$ cat src/rtl/ctrl_pkg.sv
// Shared encodings for the multicycle control FSM: states, opcodes, funct codes,
// ALU control codes and PC source selects.
package ctrl_pkg;

  typedef enum logic [3:0] {
    FETCH, DECODE, EXEC_R, WB_R, EXEC_I, WB_I, MEM_ADDR,
    MEM_RD, WB_L, MEM_WR, BRANCH, JUMP, HALT
  } state_t;

  // How the ALU operation is chosen in the current state
  typedef enum logic [1:0] {
    ALU_OP_NONE, ALU_OP_ADD, ALU_OP_SUB, ALU_OP_FUNCT
  } alu_op_t;

  localparam logic [5:0] OP_RTYPE = 6'h00;
  localparam logic [5:0] OP_LW    = 6'h23;
  localparam logic [5:0] OP_SW    = 6'h2B;
  localparam logic [5:0] OP_BEQ   = 6'h04;
  localparam logic [5:0] OP_ADDI  = 6'h08;
  localparam logic [5:0] OP_J     = 6'h02;

  localparam logic [5:0] FN_ADD = 6'h20;
  localparam logic [5:0] FN_SUB = 6'h22;
  localparam logic [5:0] FN_AND = 6'h24;
  localparam logic [5:0] FN_OR  = 6'h25;
  localparam logic [5:0] FN_NOR = 6'h27;
  localparam logic [5:0] FN_SLT = 6'h2A;

  localparam logic [3:0] ALU_AND = 4'd0;
  localparam logic [3:0] ALU_OR  = 4'd1;
  localparam logic [3:0] ALU_ADD = 4'd2;
  localparam logic [3:0] ALU_SUB = 4'd6;
  localparam logic [3:0] ALU_SLT = 4'd7;
  localparam logic [3:0] ALU_NOR = 4'd12;

  localparam logic [1:0] PC_SRC_SEQ    = 2'd0;
  localparam logic [1:0] PC_SRC_BRANCH = 2'd1;
  localparam logic [1:0] PC_SRC_JUMP   = 2'd2;

endpackage

$ cat src/rtl/multicycle_ctrl_alu_decoder.sv
// Combinational ALU control decode: fixed add/sub, or an R-type funct lookup
// that also flags funct codes the core does not implement.
module alu_decoder
  import ctrl_pkg::*;
(
  input  logic [5:0] funct,
  input  alu_op_t    alu_op,
  output logic [3:0] alu_ctrl,
  output logic       illegal_funct
);

  always_comb begin
    alu_ctrl      = ALU_AND;
    illegal_funct = 1'b0;
    case (alu_op)
      ALU_OP_ADD: alu_ctrl = ALU_ADD;
      ALU_OP_SUB: alu_ctrl = ALU_SUB;
      ALU_OP_FUNCT: begin
        case (funct)
          FN_ADD:  alu_ctrl = ALU_ADD;
          FN_SUB:  alu_ctrl = ALU_SUB;
          FN_AND:  alu_ctrl = ALU_AND;
          FN_OR:   alu_ctrl = ALU_OR;
          FN_NOR:  alu_ctrl = ALU_NOR;
          FN_SLT:  alu_ctrl = ALU_SLT;
          default: illegal_funct = 1'b1;
        endcase
      end
      default: alu_ctrl = ALU_AND;
    endcase
  end

endmodule

$ cat src/rtl/multicycle_ctrl.sv
// Multicycle control FSM for the 8-bit MIPS-style core: sequences fetch, decode,
// execute, memory and writeback, counts retired instructions, halts on bad opcodes.
module multicycle_ctrl
  import ctrl_pkg::*;
#(
  parameter int CNT_W = 16
) (
  input  logic             clk,
  input  logic             reset,
  input  logic             run,
  input  logic [5:0]       opcode,
  input  logic [5:0]       funct,
  input  logic             zero,
  input  logic             mem_ready,
  output logic             pc_we,
  output logic [1:0]       pc_src,
  output logic             ir_we,
  output logic             reg_write,
  output logic             reg_dst,
  output logic             mem_to_reg,
  output logic             mem_oe,
  output logic             mem_we,
  output logic             alu_src_b,
  output logic [3:0]       alu_ctrl,
  output logic             halted,
  output logic [CNT_W-1:0] retired,
  output state_t           state
);

  // Handshake: run permits a new fetch and is looked at only in FETCH; mem_ready
  // marks the cycle in which the pending imem (FETCH) or dmem (MEM_RD/MEM_WR)
  // access completes. Until then the FSM holds its state and its controls.

  alu_op_t alu_op;
  logic    illegal_funct;
  logic    retire;

  alu_decoder u_alu_decoder (
    .funct         (funct),
    .alu_op        (alu_op),
    .alu_ctrl      (alu_ctrl),
    .illegal_funct (illegal_funct)
  );

  always_ff @(posedge clk) begin
    if (reset) begin
      state   <= FETCH;
      halted  <= 1'b0;
      retired <= '0;
    end else begin
      if (retire) retired <= retired + CNT_W'(1);
      case (state)
        FETCH:    if (run && mem_ready) state <= DECODE;
        DECODE: begin
          case (opcode)
            OP_RTYPE:     state <= EXEC_R;
            OP_LW, OP_SW: state <= MEM_ADDR;
            OP_ADDI:      state <= EXEC_I;
            OP_BEQ:       state <= BRANCH;
            OP_J:         state <= JUMP;
            default: begin
              state  <= HALT;
              halted <= 1'b1;
            end
          endcase
        end
        EXEC_R: begin
          if (illegal_funct) begin
            state  <= HALT;
            halted <= 1'b1;
          end else begin
            state <= WB_R;
          end
        end
        EXEC_I:   state <= WB_I;
        MEM_ADDR: state <= (opcode == OP_SW) ? MEM_WR : MEM_RD;
        MEM_RD:   if (mem_ready) state <= WB_L;
        MEM_WR:   if (mem_ready) state <= FETCH;
        WB_R, WB_I, WB_L, BRANCH, JUMP: state <= FETCH;
        HALT:     state <= HALT;
        default:  state <= FETCH;
      endcase
    end
  end

  // Memory states keep the ALU on base+imm so the dmem address stays stable
  // for the whole access, including the load writeback cycle.
  always_comb begin
    pc_we      = 1'b0;
    pc_src     = PC_SRC_SEQ;
    ir_we      = 1'b0;
    reg_write  = 1'b0;
    reg_dst    = 1'b0;
    mem_to_reg = 1'b0;
    mem_oe     = 1'b0;
    mem_we     = 1'b0;
    alu_src_b  = 1'b0;
    alu_op     = ALU_OP_NONE;
    retire     = 1'b0;
    case (state)
      FETCH: begin
        if (run && mem_ready) begin
          pc_we = 1'b1;
          ir_we = 1'b1;
        end
      end
      EXEC_R: alu_op = ALU_OP_FUNCT;
      WB_R: begin
        alu_op    = ALU_OP_FUNCT;
        reg_write = 1'b1;
        reg_dst   = 1'b1;
        retire    = 1'b1;
      end
      EXEC_I, MEM_ADDR: begin
        alu_src_b = 1'b1;
        alu_op    = ALU_OP_ADD;
      end
      WB_I: begin
        alu_src_b = 1'b1;
        alu_op    = ALU_OP_ADD;
        reg_write = 1'b1;
        retire    = 1'b1;
      end
      MEM_RD: begin
        alu_src_b = 1'b1;
        alu_op    = ALU_OP_ADD;
        mem_oe    = 1'b1;
      end
      WB_L: begin
        alu_src_b  = 1'b1;
        alu_op     = ALU_OP_ADD;
        mem_oe     = 1'b1;
        mem_to_reg = 1'b1;
        reg_write  = 1'b1;
        retire     = 1'b1;
      end
      MEM_WR: begin
        alu_src_b = 1'b1;
        alu_op    = ALU_OP_ADD;
        mem_we    = 1'b1;
        retire    = mem_ready;
      end
      BRANCH: begin
        alu_op = ALU_OP_SUB;
        pc_we  = zero;
        pc_src = PC_SRC_BRANCH;
        retire = 1'b1;
      end
      JUMP: begin
        pc_we  = 1'b1;
        pc_src = PC_SRC_JUMP;
        retire = 1'b1;
      end
      default: ;
    endcase
    // A reset cycle abandons the instruction without any partial write.
    if (reset) begin
      pc_we     = 1'b0;
      ir_we     = 1'b0;
      reg_write = 1'b0;
      mem_we    = 1'b0;
      retire    = 1'b0;
    end
  end

endmodule

$ cat config.mk
export PLATFORM = sky130hd
export DESIGN_NAME = multicycle_ctrl
export DESIGN_NICKNAME = d
export VERILOG_FILES = /design/src/rtl/ctrl_pkg.sv /design/src/rtl/multicycle_ctrl_alu_decoder.sv /design/src/rtl/multicycle_ctrl.sv
export SDC_FILE = /design/constraint.sdc
export NUM_CORES = 1
export LEC_CHECK = 0
export CAP_MARGIN = 20
export CORE_MARGIN = 2
export CORE_UTILIZATION = 45
export CTS_CLUSTER_SIZE = 10
export DETAILED_ROUTE_END_ITERATION = 10
export GPL_TIMING_DRIVEN = 0
export PLACE_DENSITY = 0.88
export REMOVE_ABC_BUFFERS = 1
export SKIP_LAST_GASP = 1
export SLEW_MARGIN = 20
export SYNTH_ARGS = -nofsm -noshare
export SYNTH_HDL_FRONTEND = slang
export SYNTH_SLANG_ARGS = --single-unit
$ cat constraint.sdc
create_clock -name clk -period 4.2 [get_ports clk]
set_clock_uncertainty 0.1 [all_clocks]
set_input_delay 1.26 -clock clk [delete_from_list [all_inputs] [get_ports clk]]
set_output_delay 1.26 -clock clk [all_outputs]
set_load 0.005 [all_outputs]
After elaboration in Yosys (flattened, before gate mapping):

Cells that the tools add are included.

* logic and storage cells: 80
* output and inout bits: 35
* input port bits: 17
* flip-flop bits (word level): 21

* multiplexer cells: 31
* equal/unequal tests: 31
* reduce and logical (&&, ||, !) cells: 14
* add/sub/neg operators: 1

Operators by type and width (number)
* $eq 6x6->1 const B: 8
* $pmux 4 s5: 2
* $pmux 4 s8: 1
* $eq 4x4->1 const B: 5
* $mux 4: 5
* $reduce_or 6->1: 3
* $mux 1: 17
* $add 16x1->16 const B: 1
* $eq 4x3->1 const B: 4
* $pmux 4 s3: 1
* $ne 2x2->1 const B: 5
* $eq 4x2->1 const B: 2
* $eq 6x2->1 const B: 1
* $eq 6x3->1 const B: 1
* $eq 6x4->1 const B: 1
* $logic_not 6->1: 1
* $pmux 2 s3: 1
* $reduce_and 3->1: 2
* $reduce_or 2->1: 3
* $reduce_or 5->1: 1
* $eq 2x2->1 const B: 2
* $eq 4x1->1 const B: 1
* $logic_not 4->1: 1
* $pmux 1 s2: 2
* other kinds (6): 6

Depth between registers and ports, before layout:

* depth after elaboration: 7
* gate-level depth with buffers: 7
* gate-level depth less buffers: 5

Modules after synthesis:

A second synthesis with hierarchy kept.

* cell total of the unflattened synthesis: 201
* area total of the unflattened synthesis: 1561.5 µm²

Modules (own cells, without submodules)
* multicycle_ctrl: seq. area each 420.4 µm², times used 1, area each 1438.9 µm², cells each 181
* alu_decoder: seq. area each 0.0 µm², times used 1, area each 122.6 µm², cells each 20

Least setup slack after synthesis:

No wires, ideal clock.

* kind: input to output
* start: input port reset
* end: output port pc_we
* arrival time: 1.954 ns
* setup slack: 0.886 ns
* cell stages on the path: 3
* required time: 2.840 ns
* cell sequence: clkbuf_1 -> nor4_1 -> or2_2

* longest elaborated chain between the ends: 1

RTL lines
* start, declared: RTL line multicycle_ctrl.sv:9 `input logic reset,`
* $mux 1: RTL line multicycle_ctrl.sv:157 `if (reset) begin`
* end, declared: RTL line multicycle_ctrl.sv:15 `output logic pc_we,`

Every way passes these cells.

Final worst setup path:

* start: input port funct[5]
* end: output port alu_ctrl[1]

* longest elaborated chain between the ends: 3
* elaborated cells between the ends (all ways): 7
* those cells by class: eq/ne (5); mux (2)

RTL lines
* start, declared: RTL line multicycle_ctrl.sv:12 `input logic [5:0] funct,`
* $eq 6x6->1: RTL line multicycle_ctrl_alu_decoder.sv:19 `case (funct)`
* $pmux 4 s5 *: RTL line multicycle_ctrl_alu_decoder.sv:19
* $pmux 4 s3 *: RTL line multicycle_ctrl_alu_decoder.sv:15 `case (alu_op)`
* end, declared: RTL line multicycle_ctrl.sv:24 `output logic [3:0] alu_ctrl,`

Every way passes the cells marked *; elsewhere a longest branch is shown, timed or not.

==> metrics.txt <==
total power=673 µW; Iter 0 DRT Violations=72; RSZ-0062 raised after global routing=yes; R2R Setup Slk=1.75 ns; first-pass GRT wire length=6.28 mm; Worst Path Max Fanout=4; Async SR Flop Fraction=0%; final setup fails=0; worst hold start=halted; drc violations=0; vias=1517; I/O Buffers=51; WP data arrival=2.76 ns; GR Overflow Total=0; floorplan row count=21; Starting Density=46.4%; worst reg2reg path endpoint=retired[14]; reg2reg path depth=4; CP Data Required Time=2.84 ns; Final Non-Filler Cells=282; WHS Path Cells=2; Startpoint Class=input pin; Yosys reg bits=21; FF/Latch Area=420 µm²; vias per inst=5.38; clk_lat worst skew=0.31 ns; chip height=62.5 µm; Ys Warns=0; post-route cell area=2080 µm²; IO Pins=52; total track usage=19.1%; Max Slew Vio Count=0; htree depth=1; commonest non-fill, non-tap cells in the layout=clkdlybuf4s50_1 (49), nor2_1 (27), dfxtp_1 (21); Clock transition at path regs=0.12 ns; Hold Vio Cnt, Final=0; Synth Instances=193; FF-to-FF Start=state[3]; Distinct cells, synth=53; Max Cap Viol=0; Top FF cell, synth=dfxtp_1; postcts setup bufs=0; hold path endpoint=halted; Hold Path Class=reg -> reg; fmax=243 MHz; filler cell count=307; Post-DP Area=2030 µm²; Final Core Density=62.9%; initial antenna violation count=0; Worst Setup End Kind=primary output; clock buffer depth=2; Period minus WS final=4.12 ns; Final nets=255; TritonCTS clock tree=built; n_diodes=0; Max IR drop VDD=0.154 mV; global placement routability congestion=0.898; Final ANT Viol Nets=0; mapped cell area=1540 µm²; multi-input gate area in the final layout=1050 µm²; register area share after synthesis=27.3%; WS Path Type=in -> out; status=finished clean; placed insts=278; Leak Pwr=0.000686 µW; Area growth syn-to-layout=35.5%; Rel. slew slack=45.8%; Routed Wire Length=3.71 mm; die area=3900 µm²; most common cell after layout, fill and taps aside=clkdlybuf4s50_1; Pre-Repair DR Iteration Count=4; measured slew at the worst slew-check pin=0.812 ns; layout cells sized above 1=10.2%; Core Region=3310 µm²; Die X=62.5 µm; PD cells=323 nW/µm²; HPWL Detailed=2.75 mm; clk sink count=21; Post-synth EDFFs=0; CTS Root Buffer Type=clkbuf_4; largest net degree at the start of global routing=29; Syn Area/Cell=7.97 µm²; routed len/inst=13.1 µm; vias in the first global route=1399; total CTS buffers=3; final period utilization=98.1%
[metal layers]
metal  GRT usage (%)  vias to the layer above  wire length [µm]
met5               0                        -                 0
met4            5.28                        0                38
met3            1.26                        4               117
met2            34.0                       35              1840
met1            24.8                      696              1710
li1                -                      782                 -
[layout make-up]
class / instances / share of cell area (%)
inverters: 4 / 0.721
clock inverters: 1 / 0.240
repair buffers: 51 / 24.7
well taps: 46 / 2.76
clock buffers: 3 / 1.08
multi-input cells: 156 / 50.3
flip-flops and latches: 21 / 20.2
[sequential cells by signal (all words and copies together) (netlist names)]
name,count
retired,16
state,4
halted,1
[critical path: stages]
cell	delay (ns)
clkdlybuf4s50_1	0.46
nor2b_2	0.21
a41oi_1	0.12
o21ai_0	0.18
clkdlybuf4s50_1	0.53
[power breakdown]
group	switching (µW)	internal [µW]	total [µW]
logic	123	158	282
registers	74.2	219	293
clock network	63.1	35.6	98.7
total	261	413	673
[worst max-delay path by stage]
stage                        start     endpoint  slack, ns  depth (start not counted)
final                     funct[5]  alu_ctrl[1]       0.08                          5
after CTS                 funct[5]  alu_ctrl[1]      0.008                          5
after detailed placement     reset        pc_we      -0.64                          4
after global routing      funct[0]  alu_ctrl[1]      -0.02                          5
after floorplan           funct[5]  alu_ctrl[1]       1.05                          3
after global placement       reset        pc_we      -0.65                          4
[cell families (layout without fill, tap and decap cells)]
family,count (synthesis),count (layout),share of synthesized area (%)
buffers and inverters,16,59,5.61
and+or+nand+nor,95,95,34.0
AOI/OAI and AO/OA,43,43,21.9
muxes,3,3,2.36
adders and majority gates,1,1,0.814
xor gates and xnor gates,14,14,7.97
DFF,21,21,27.3
[synth_stat cells (2+ instances only)]
cell | count | area [µm²]
nor3_1 | 6 | 30.0
nor2b_1 | 7 | 43.8
buf_2 | 2 | 10.0
nand3b_1 | 2 | 15.0
a21oi_1 | 12 | 60.1
a22oi_1 | 2 | 15.0
nor4_1 | 3 | 18.8
nand2_1 | 15 | 56.3
inv_1 | 4 | 15.0
o21ai_0 | 5 | 25.0
a2111oi_2 | 3 | 45.0
a31oi_1 | 2 | 12.5
clkbuf_1 | 7 | 26.3
nand4_1 | 5 | 31.3
nor2_1 | 27 | 101
o22ai_1 | 2 | 12.5
or2_2 | 2 | 12.5
clkbuf_8 | 2 | 27.5
nand3_1 | 12 | 60.1
xnor2_1 | 13 | 114
nand2b_1 | 5 | 31.3
a211oi_2 | 4 | 50.1
dfxtp_1 | 21 | 420
[per-stage QoR]
step                      TNS (ns)  hold slack, ns  worst slack, ns
final                            0           0.361           0.0813
after global placement       -1.90           0.348           -0.651
after global routing       -0.0250           0.389          -0.0250
after detailed placement     -1.90           0.343           -0.643
after CTS                        0           0.367          0.00842
after floorplan                  0           0.336             1.05
[timing repair]
item | 4_1_cts | 5_1_grt
endpoints found under the setup margin | 4 | 3
hold buffers | 0 | 0
resized for setup | 4 | 3
No activity file was read; power rests on OpenSTA's default activity.
